## src/rtl/pipe_hazard_ctrl.sv

```systemverilog
// Hazard/forwarding controller for a 5-stage MIPS pipe: load-use stall, branch flush, EX operand forwarding.
// Latency: all control outputs are combinational from the current state and inputs, with zero cycles of delay.
// Backpressure: a load-use hit holds PC and IF/ID for LOAD_LAT cycles and bubbles ID/EX; a taken branch overrides the stall.
//
// Ports:
//   clk_i, rst_i                    clock (rising edge), asynchronous active-high reset
//   id_rs/rt_addr_i                 source registers of the instruction in ID
//   ex_rs/rt_addr_i                 source registers of the instruction in EX
//   ex_mem_read_i, ex_dest_addr_i   EX instruction is a load, and its destination register
//   mem_/wb_reg_write_i, _dest_addr_i   register writers in MEM and WB
//   branch_taken_i                  taken branch resolved in stage BR_STAGE
//   pc_write_o, if_id_write_o       load enables for PC and IF/ID
//   id_ex_bubble_o                  insert a NOP into ID/EX
//   if_id/id_ex/ex_mem_flush_o      clear the wrong-path pipe registers
//   fwd_a_o, fwd_b_o                ALU source selects (00 ID/EX, 01 EX/MEM, 10 WB)
//   stall_cnt_o, flush_cnt_o        performance counters
// Optional feature: define HAZ_PERF_CNT_EN to build saturating counters.
// Without it, the counters read 0.

module pipe_hazard_ctrl #(
  parameter int ADDR_W   = 5,
  parameter int LOAD_LAT = 1,   // 1..3
  parameter int BR_STAGE = 2,   // 1=ID, 2=EX, 3=MEM
  parameter int CNT_W    = 16
) (
  input  logic              clk_i,
  input  logic              rst_i,
  input  logic [ADDR_W-1:0] id_rs_addr_i,
  input  logic [ADDR_W-1:0] id_rt_addr_i,
  input  logic [ADDR_W-1:0] ex_rs_addr_i,
  input  logic [ADDR_W-1:0] ex_rt_addr_i,
  input  logic              ex_mem_read_i,
  input  logic [ADDR_W-1:0] ex_dest_addr_i,
  input  logic              mem_reg_write_i,
  input  logic [ADDR_W-1:0] mem_dest_addr_i,
  input  logic              wb_reg_write_i,
  input  logic [ADDR_W-1:0] wb_dest_addr_i,
  input  logic              branch_taken_i,
  output logic              pc_write_o,
  output logic              if_id_write_o,
  output logic              id_ex_bubble_o,
  output logic              if_id_flush_o,
  output logic              id_ex_flush_o,
  output logic              ex_mem_flush_o,
  output logic [1:0]        fwd_a_o,
  output logic [1:0]        fwd_b_o,
  output logic [CNT_W-1:0]  stall_cnt_o,
  output logic [CNT_W-1:0]  flush_cnt_o
);

  typedef enum logic {RUN, STALL} state_t;

  // The hit cycle is the first stall cycle, so STALL covers the remaining LOAD_LAT-1 cycles.
  localparam logic [1:0] LAT_M1       = 2'(LOAD_LAT - 1);
  localparam logic       FLUSH_ID_EX  = (BR_STAGE >= 2);
  localparam logic       FLUSH_EX_MEM = (BR_STAGE == 3);

  state_t     state, state_nxt;
  logic [1:0] stall_left, stall_left_nxt;
  logic       load_use_hit;

  assign load_use_hit = ex_mem_read_i && (ex_dest_addr_i != '0) &&
                        ((ex_dest_addr_i == id_rs_addr_i) || (ex_dest_addr_i == id_rt_addr_i));

  always_ff @(posedge clk_i or posedge rst_i) begin
    if (rst_i) begin
      state      <= RUN;
      stall_left <= 2'd0;
    end else begin
      state      <= state_nxt;
      stall_left <= stall_left_nxt;
    end
  end

  always_comb begin
    state_nxt      = state;
    stall_left_nxt = stall_left;
    pc_write_o     = 1'b1;
    if_id_write_o  = 1'b1;
    id_ex_bubble_o = 1'b0;
    if_id_flush_o  = 1'b0;
    id_ex_flush_o  = 1'b0;
    ex_mem_flush_o = 1'b0;
    fwd_a_o        = 2'b00;
    fwd_b_o        = 2'b00;

    // While reset is high, every output stays at its default, whatever the inputs are.
    if (!rst_i) begin
      // The MEM result is newer than the WB result, so MEM is tested first. Register 0 is never forwarded.
      if (mem_reg_write_i && mem_dest_addr_i != '0 && mem_dest_addr_i == ex_rs_addr_i)
        fwd_a_o = 2'b01;
      else if (wb_reg_write_i && wb_dest_addr_i != '0 && wb_dest_addr_i == ex_rs_addr_i)
        fwd_a_o = 2'b10;

      if (mem_reg_write_i && mem_dest_addr_i != '0 && mem_dest_addr_i == ex_rt_addr_i)
        fwd_b_o = 2'b01;
      else if (wb_reg_write_i && wb_dest_addr_i != '0 && wb_dest_addr_i == ex_rt_addr_i)
        fwd_b_o = 2'b10;

      if (branch_taken_i) begin
        // The stalled instruction is on the wrong path, so any pending stall is dropped.
        if_id_flush_o  = 1'b1;
        id_ex_flush_o  = FLUSH_ID_EX;
        ex_mem_flush_o = FLUSH_EX_MEM;
        state_nxt      = RUN;
        stall_left_nxt = 2'd0;
      end else if (state == STALL) begin
        pc_write_o     = 1'b0;
        if_id_write_o  = 1'b0;
        id_ex_bubble_o = 1'b1;
        stall_left_nxt = stall_left - 2'd1;
        if (stall_left <= 2'd1) begin
          state_nxt      = RUN;
          stall_left_nxt = 2'd0;
        end
      end else if (load_use_hit) begin
        pc_write_o     = 1'b0;
        if_id_write_o  = 1'b0;
        id_ex_bubble_o = 1'b1;
        if (LOAD_LAT > 1) begin
          state_nxt      = STALL;
          stall_left_nxt = LAT_M1;
        end
      end
    end
  end

`ifdef HAZ_PERF_CNT_EN
  logic [CNT_W-1:0] stall_cnt_q, flush_cnt_q;

  always_ff @(posedge clk_i or posedge rst_i) begin
    if (rst_i) begin
      stall_cnt_q <= '0;
      flush_cnt_q <= '0;
    end else begin
      if (!pc_write_o && stall_cnt_q != '1)
        stall_cnt_q <= stall_cnt_q + CNT_W'(1);
      if (branch_taken_i && flush_cnt_q != '1)
        flush_cnt_q <= flush_cnt_q + CNT_W'(1);
    end
  end

  assign stall_cnt_o = stall_cnt_q;
  assign flush_cnt_o = flush_cnt_q;
`else
  assign stall_cnt_o = '0;
  assign flush_cnt_o = '0;
`endif

endmodule

```

## config.mk

```make
export PLATFORM = sky130hd
export DESIGN_NAME = pipe_hazard_ctrl
export DESIGN_NICKNAME = d
export VERILOG_FILES = /design/src/rtl/pipe_hazard_ctrl.sv
export SDC_FILE = /design/constraint.sdc
export NUM_CORES = 1
export LEC_CHECK = 0
export ABC_AREA = 0
export CAP_MARGIN = 25
export CORE_MARGIN = 5
export CORE_UTILIZATION = 33
export CTS_BUF_LIST = sky130_fd_sc_hd__clkbuf_4
export CTS_CLUSTER_SIZE = 12
export DETAILED_ROUTE_END_ITERATION = 7
export HOLD_SLACK_MARGIN = 0.06
export PLACE_DENSITY = 0.92
export SLEW_MARGIN = 20
export SYNTH_ARGS = -nofsm -noshare
export SYNTH_HDL_FRONTEND = slang
export SYNTH_SLANG_ARGS = --single-unit
```

## constraint.sdc

```tcl
create_clock -name clk_i -period 3.58 [get_ports clk_i]
set_input_delay 0.537 -clock clk_i [delete_from_list [all_inputs] [get_ports clk_i]]
set_output_delay 0.537 -clock clk_i [all_outputs]
set_load 0.005 [all_outputs]
```

# After elaboration in Yosys (flattened, before gate mapping)
# Cells that the tools add are included.
dict set report word_totals {
  latchBits 0
  ram_bits 0
  elab_cells 47
  in_bits 41
  reg_bits 3
  rom_bits 0
  n_memories 0
  output_inout_bits 42
}
dict set report classes {
  magnitude_cmp 1
  n_mux 22
  div 0
  n_reduce_logical 14
  add_sub_neg 1
  n_shift 0
  n_eq_ne 6
  mul 0
  n_bitwise 1
}
# operator n
set op_table {}
lappend op_table {{$eq 5x5->1} 6}
lappend op_table {{$mux 2} 9}
lappend op_table {{$reduce_bool 5->1} 3}
lappend op_table {{$mux 1} 13}
lappend op_table {{$logic_and 1x1->1} 8}
lappend op_table {{$le 2x1->1 const B} 1}
lappend op_table {{$reduce_and 2->1} 1}
lappend op_table {{$reduce_bool 2->1} 1}
lappend op_table {{$sub 2x1->2 const B} 1}
lappend op_table {{$logic_or 1x1->1} 1}
lappend op_table {{$not 1->1} 1}

# Logic depth before layout (Yosys ltp)
# Gate-level depths: netlist of the first run.
dict set report logic_depth {
  depth_word 7
  depth_mapped 5
  ltp_nobuf 4
}

# Least setup slack after synthesis of the first run
# Ideal clock, no wire load.
dict set report synth_timing {
  kind {in2out}
  startpoint {input port mem_dest_addr_i[1]}
  endpoint {output port fwd_a_o[1]}
  path_buffers 0
  path_slack_ps 1437
  required_ps 3043
  stages 4
  t_arrival_ps 1606
  path_cell_list {or4_1 o21ai_2 nor3_2 nor4_2}
}
dict set report synth_between {
  elab_chain_len 5
  word_cells_on_any_way 6
  cone_classes {1 x eq/ne; 2 x mux; 3 x reduce/logical}
}
# item line_no
set synth_lines {}
lappend synth_lines {{from (decl)} 35} ;# input logic [ADDR_W-1:0] mem_dest_addr_i,
lappend synth_lines {{$reduce_bool 5->1} 90} ;# if (mem_reg_write_i && mem_dest_addr_i != '0 && mem_dest_addr_i == ex_rs_addr_i)
lappend synth_lines {{$logic_and 1x1->1} 90}
lappend synth_lines {{$logic_and 1x1->1 *} 90}
lappend synth_lines {{$mux 2 *} 90}
lappend synth_lines {{$mux 2 *} 88} ;# if (!rst_i) begin
lappend synth_lines {{to (decl)} 45} ;# output logic [1:0] fwd_a_o,
# Every way passes the cells marked *; elsewhere a longest branch is shown, timed or not.

# Final worst setup path of the first run
# Ends and elaborated chain as after synthesis.

==> results of run 1 <==
[path summary, 6_finish.rpt]
check	slack, ns	from	cells past startpoint	end
worst max register to register	2.64	state	3	stall_left[0]
worst min register to register	0.52	stall_left[1]	1	stall_left[1]
min in group asynchronous	0.54	rst_i	2	stall_left[0]
worst max-delay path	0.37	mem_dest_addr_i[1]	6	fwd_a_o[1]
worst min-delay path	0.52	stall_left[1]	1	stall_left[1]
max in group asynchronous	2.85	rst_i	2	state
[kinds of logic after synthesis]
family	after synthesis	share of synthesized area, %
AO/OA/AOI/OAI	11	9.27
XOR/XNOR	30	31.4
buffers and inverters	38	32.7
flip-flops	3	8.97
other	1	0.448
AND/OR/NAND/NOR	24	17.2
[layout make-up]
cell class                 instances  area share (%)
tap                               30            2.98
sequential                         3            5.96
inverter                           3           0.894
multi-input combinational         98            48.3
clock buffer                       4            2.38
timing repair buffer              50            39.5
[layer usage]
layer  up-vias  global-route usage (%)  wire [µm]
li1        394                       -          -
met1       351                    10.2        686
met2        56                    20.8       1070
met3         4                    3.62        413
met4         0                    5.70         28
met5         -                       0          0
[synth_stat cells]
cell,n
nor4_1,2
nor2b_1,1
nor3_2,1
xor2_1,8
o211ai_1,1
or3_1,1
o21ai_2,1
nor4_2,1
a21oi_1,3
a22o_1,1
inv_1,3
nand2_1,4
buf_4,35
nand2b_1,1
and4_1,1
a22oi_1,1
o21a_1,1
dfrtp_1,3
o22ai_1,2
xnor2_1,22
or4_1,3
conb_1,1
nand3_1,5
o311a_1,1
nor3_1,3
nor2_1,1
[flip-flops by register name, indices dropped and copies added, names as in the netlist]
register and count:
stall_left 2, state 1
[stage by stage]
stage | hold slack, ns | total power (W) | cells | setup slack (ns)
5_1_grt | 0.559 | 0.000240 | 188 | 0.273
4_1_cts | 0.525 | 0.000226 | 188 | 0.341
6_report | 0.518 | 0.000223 | 188 | 0.365
2_1_floorplan | 0.321 | 0.000115 | 139 | 1.44
3_3_place_gp | 0.497 | 0.000153 | 184 | 0.361
3_5_place_dp | 0.518 | 0.000155 | 184 | 0.351
[cell usage in the layout (no fill, tap or decap)]
master and count:
nor2b_1 1, a22o_1 1, nor3_1 3, nand2b_1 1, xnor2_1 22, nand3_1 5, o21ai_2 1, o21a_1 1
or3_1 1, inv_1 3, a21oi_1 3, conb_1 33, o211ai_1 1, nor3_2 1, and4_1 1, or4_1 3
xor2_1 8, o311a_1 1, nand2_1 4, nor4_1 2, nor2_1 1, dfrtp_1 3, o22ai_1 2, a22oi_1 1
buf_4 1, clkbuf_4 4, clkdlybuf4s50_1 49, nor4_2 1
[critical path: stages]
cell,delay [ns]
clkdlybuf4s50_1,0.47
or4_1,0.57
o21ai_2,0.21
nor3_2,0.08
nor4_2,0.27
clkdlybuf4s50_1,0.54
[power breakdown]
| part | internal (W) | switching [W] |
|---|---|---|
| logic | 0.0000690 | 0.0000493 |
| clock network | 0.0000494 | 0.0000187 |
| registers | 0.0000360 | 0.000000946 |
==> flow_summary.ini, run 1 <==
[layout]
seqCellArea_um2 = 75.1
final_area_mm2 = 0.00126
num_antenna_cells = 0
fin_nets = 200
multiInputGateArea_um2 = 608
area_growth_pct = 50.5
drive_gt1_share_pct = 5.06
final_core_util_pct = 51.3
fill_cells = 248

[clock_tree]
clock_path_buffers = 2
cts_buffers = 3
clkLatencyLatePin_ns = 0.23
h-tree-depth = 1
cts_setup_buffers = 0
clkTransAtPathRegs_ns = 0.04
cts_tree = built
cts_hold_buf = 0
cts_resized = 0
clkSinkCount = 3
cts_root_buffer = clkbuf_4

[yosys]
synth_area_um2 = 837
ys_ff_latch = 3
syn-instance-count = 107
yosysWarnings = 0
synth_top_area_cell = buf_4
ys_top_cells_by_area = buf_4, xnor2_1, dfrtp_1
yosysSeqAreaShare_pct = 8.97
yosysTopAreaCellShare_pct = 31.4
ys_types = 26
syn_avg_cell_area_um2 = 7.82

[floorplan]
num_io_pins = 83
dieWidth_um = 60.4
die_h_um = 60.4
rows = 18
initial_utilization_pct = 34.1
dieArea_mm2 = 0.00364
coreArea_mm2 = 0.00245

[global_route]
grt.total_usage_pct = 10.9
grt_pass1_vias = 748
grt_pass1_wl_um = 3020
grt_overflow_total = 0
grt_max_degree = 8
grt_antenna_before_repair = 0

[placement]
port_buffers = 49
post-dp-hpwl_um = 2040
dpl_cell_area_mm2 = 0.00123
place.gp.congestion = 0.800

[critical_path]
startpoint_type = input pin
crit_arrival_ns = 2.68
worst-path-max-fanout = 4
endpoint_kind = output pin
worst_ep_required_time_ns = 3.04
crit_type = input pin to output pin

[drt]
drt_iter0_markers = 9
drt-wirelength-per-cell_um = 11.7
drc = 0
viasPerCell = 4.28
ant_nets = 0
drt_first_pass_iters = 3
vias = 805
wl_um = 2200

[min_path]
hp-class = flip-flop to flip-flop

[power]
ir_drop_mv = 0.0878
cellLeakagePower_nw = 0.496
p_per_area_mw_per_mm2 = 177

[sta]
slew_violations = 0
hold_viol_final = 0
skew_ns = 0.00114
finalSetupViolations = 0
fmax_mhz = 311
min_period_over_period_pct = 89.8
rsz0062_at_grt = false
fin_setup_tns_ns = 0
fin_crit_ns = 3.21

[flow_run]
maxCapViolCount = 0

[run_status]
status = complete, no violations
(Power assumes the default switching activity.)
==> run 2, diff against run 1 <==
--- a/config.mk
+++ b/config.mk
@@ -12,9 +12,12 @@
 export CTS_BUF_LIST = sky130_fd_sc_hd__clkbuf_4
 export CTS_CLUSTER_SIZE = 12
 export DETAILED_ROUTE_END_ITERATION = 7
+export GPL_ROUTABILITY_DRIVEN = 0
 export HOLD_SLACK_MARGIN = 0.06
 export PLACE_DENSITY = 0.92
+export RECOVER_POWER = 100
 export SLEW_MARGIN = 20
 export SYNTH_ARGS = -nofsm -noshare
 export SYNTH_HDL_FRONTEND = slang
 export SYNTH_SLANG_ARGS = --single-unit
+export TNS_END_PERCENT = 1
==> run 2 against run 1 <==
  * Hold slack better by 0.0015 ns
  * Register-to-register slack about the same
  * First-iteration DRC count up 44%
  * Largest cell class unchanged
==> flow_summary.ini, run 2 (synthesis results as in run 1) <==
[drt]
drt_first_pass_iters = 3
ant_nets = 0
drt_iter0_markers = 13
vias = 805
drt-wirelength-per-cell_um = 11.7
wl_um = 2200
drc = 0
viasPerCell = 4.28

[placement]
port_buffers = 49
dpl_cell_area_mm2 = 0.00123
post-dp-hpwl_um = 2040

[power]
switching_share_pct = 31.0
power_frac_seq_pct = 16.7
p_sw_w = 0.0000688
p_per_area_mw_per_mm2 = 176
p_int_w = 0.000153
total_power_w = 0.000222
ir_drop_mv = 0.0877
power_frac_comb_pct = 52.6
p_clk_share_pct = 30.7
cellLeakagePower_nw = 0.501

[layout]
fill_cells = 250
mostFrequentLayoutCell = clkdlybuf4s50_1
layout_common_cells = clkdlybuf4s50_1, conb_1, xnor2_1
fin_nets = 200
final_area_mm2 = 0.00126
area_growth_pct = 50.1
seqCellArea_um2 = 75.1
drive_gt1_share_pct = 4.43
multiInputGateArea_um2 = 608
largest-register = stall_left
largest_registers = stall_left (2), state (1)
num_antenna_cells = 0
largest_reg_flops = 2

[clock_tree]
cts_tree = built
clock_path_buffers = 2
clkSinkCount = 3
clkTransAtPathRegs_ns = 0.04
cts_root_buffer = clkbuf_4
cts_buffers = 3
clkLatencyLatePin_ns = 0.23
h-tree-depth = 1
cts_hold_buf = 0
cts_setup_buffers = 0
cts_resized = 0

[critical_path]
endpoint_kind = output pin
r2r-start = state
worst_ep_required_time_ns = 3.04
worst-path-max-fanout = 4
crit_type = input pin to output pin
crit_arrival_ns = 2.73
r2r_slack_ns = 2.63
startpoint_type = input pin
reg2reg_to = stall_left[0]
reg2reg_depth = 3

[floorplan]
coreArea_mm2 = 0.00245
die_h_um = 60.4
rows = 18
dieWidth_um = 60.4
dieArea_mm2 = 0.00364
num_io_pins = 83
initial_utilization_pct = 34.1

[global_route]
grt_max_degree = 8
grt_pass1_vias = 748
grt_antenna_before_repair = 0
grt.total_usage_pct = 10.9
grt_pass1_wl_um = 3020
grt_overflow_total = 0

[sta]
finalSetupViolations = 0
hold_viol_final = 0
hold_ws_ns = 0.519
rsz0062_at_grt = false
skew_ns = 0.00114
fin_setup_tns_ns = 0
min_period_over_period_pct = 91.2
fmax_mhz = 306
fin_crit_ns = 3.26
slew_violations = 0

[min_path]
min_path_cells = 1
min_from = stall_left[1]
hp-class = flip-flop to flip-flop
worst_hold_path.endpoint = stall_left[1]

[flow_run]
maxCapViolCount = 0

[run_status]
status = complete, no violations
## run 2: cell types whose count changed in the layout (fill, tap and decap cells not counted), sizes merged
| cell | delta |
|---|---|
| clkdlybuf4s50 | -9 |
| clkbuf | +1 |
| buf | -1 |
| dlygate4sd3 | +9 |
## run 2: critical path: stages
cell	delay, ns
clkdlybuf4s50_1	0.47
or4_1	0.57
o21ai_2	0.21
nor3_2	0.08
nor4_2	0.26
dlygate4sd3_1	0.60
## run 2: metrics by stage
| stage | instances | worst slack [ns] | utilization, % |
|---|---|---|---|
| after detailed placement | 184 | 0.351 | 50.1 |
| after CTS | 188 | 0.341 | 51.3 |
| after floorplan | 139 | 1.44 | - |
| after global placement | 184 | 0.361 | 50.1 |
| final | 188 | 0.316 | 51.2 |
| after global routing | 188 | 0.182 | 51.2 |
## run 2: routing by layer
metal  GRT usage, %  part of all wire, %  vias up
met5              0                    0        -
met4           5.70                  1.3        0
met3           3.62                   19        4
met2           20.8                   49       56
met1           10.2                   31      351
li1               -                    -      394
## run 2: worst max path at each step
stage	from	endpoint	slack [ns]	depth (start not counted)
2_1_floorplan	mem_dest_addr_i[1]	fwd_a_o[1]	1.44	4
3_3_place_gp	mem_dest_addr_i[1]	fwd_a_o[1]	0.36	6
3_5_place_dp	mem_dest_addr_i[1]	fwd_a_o[1]	0.35	6
4_1_cts	mem_dest_addr_i[1]	fwd_a_o[1]	0.34	6
5_1_grt	rst_i	fwd_a_o[1]	0.18	6
6_report	mem_dest_addr_i[1]	fwd_a_o[1]	0.32	6
## run 2: layout make-up
type                    instances  share of cell area, %
well taps                      30                   2.99
flip-flops and latches          3                   5.98
repair buffers                 50                   39.3
multi-input cells              98                   48.4
clock buffers                   4                   2.39
inverters                       3                  0.896
## run 2: power groups by stage
| stage | clock, W | combinational [W] | sequential, W |
|---|---|---|---|
| 3_3_place_gp | 0 | 0.000116 | 0.0000372 |
| 3_5_place_dp | 0 | 0.000118 | 0.0000374 |
| 4_1_cts | 0.0000707 | 0.000118 | 0.0000369 |
| 5_1_grt | 0.0000743 | 0.000128 | 0.0000369 |
| 6_report | 0.0000680 | 0.000117 | 0.0000369 |
| 2_1_floorplan | 0 | 0.0000782 | 0.0000371 |
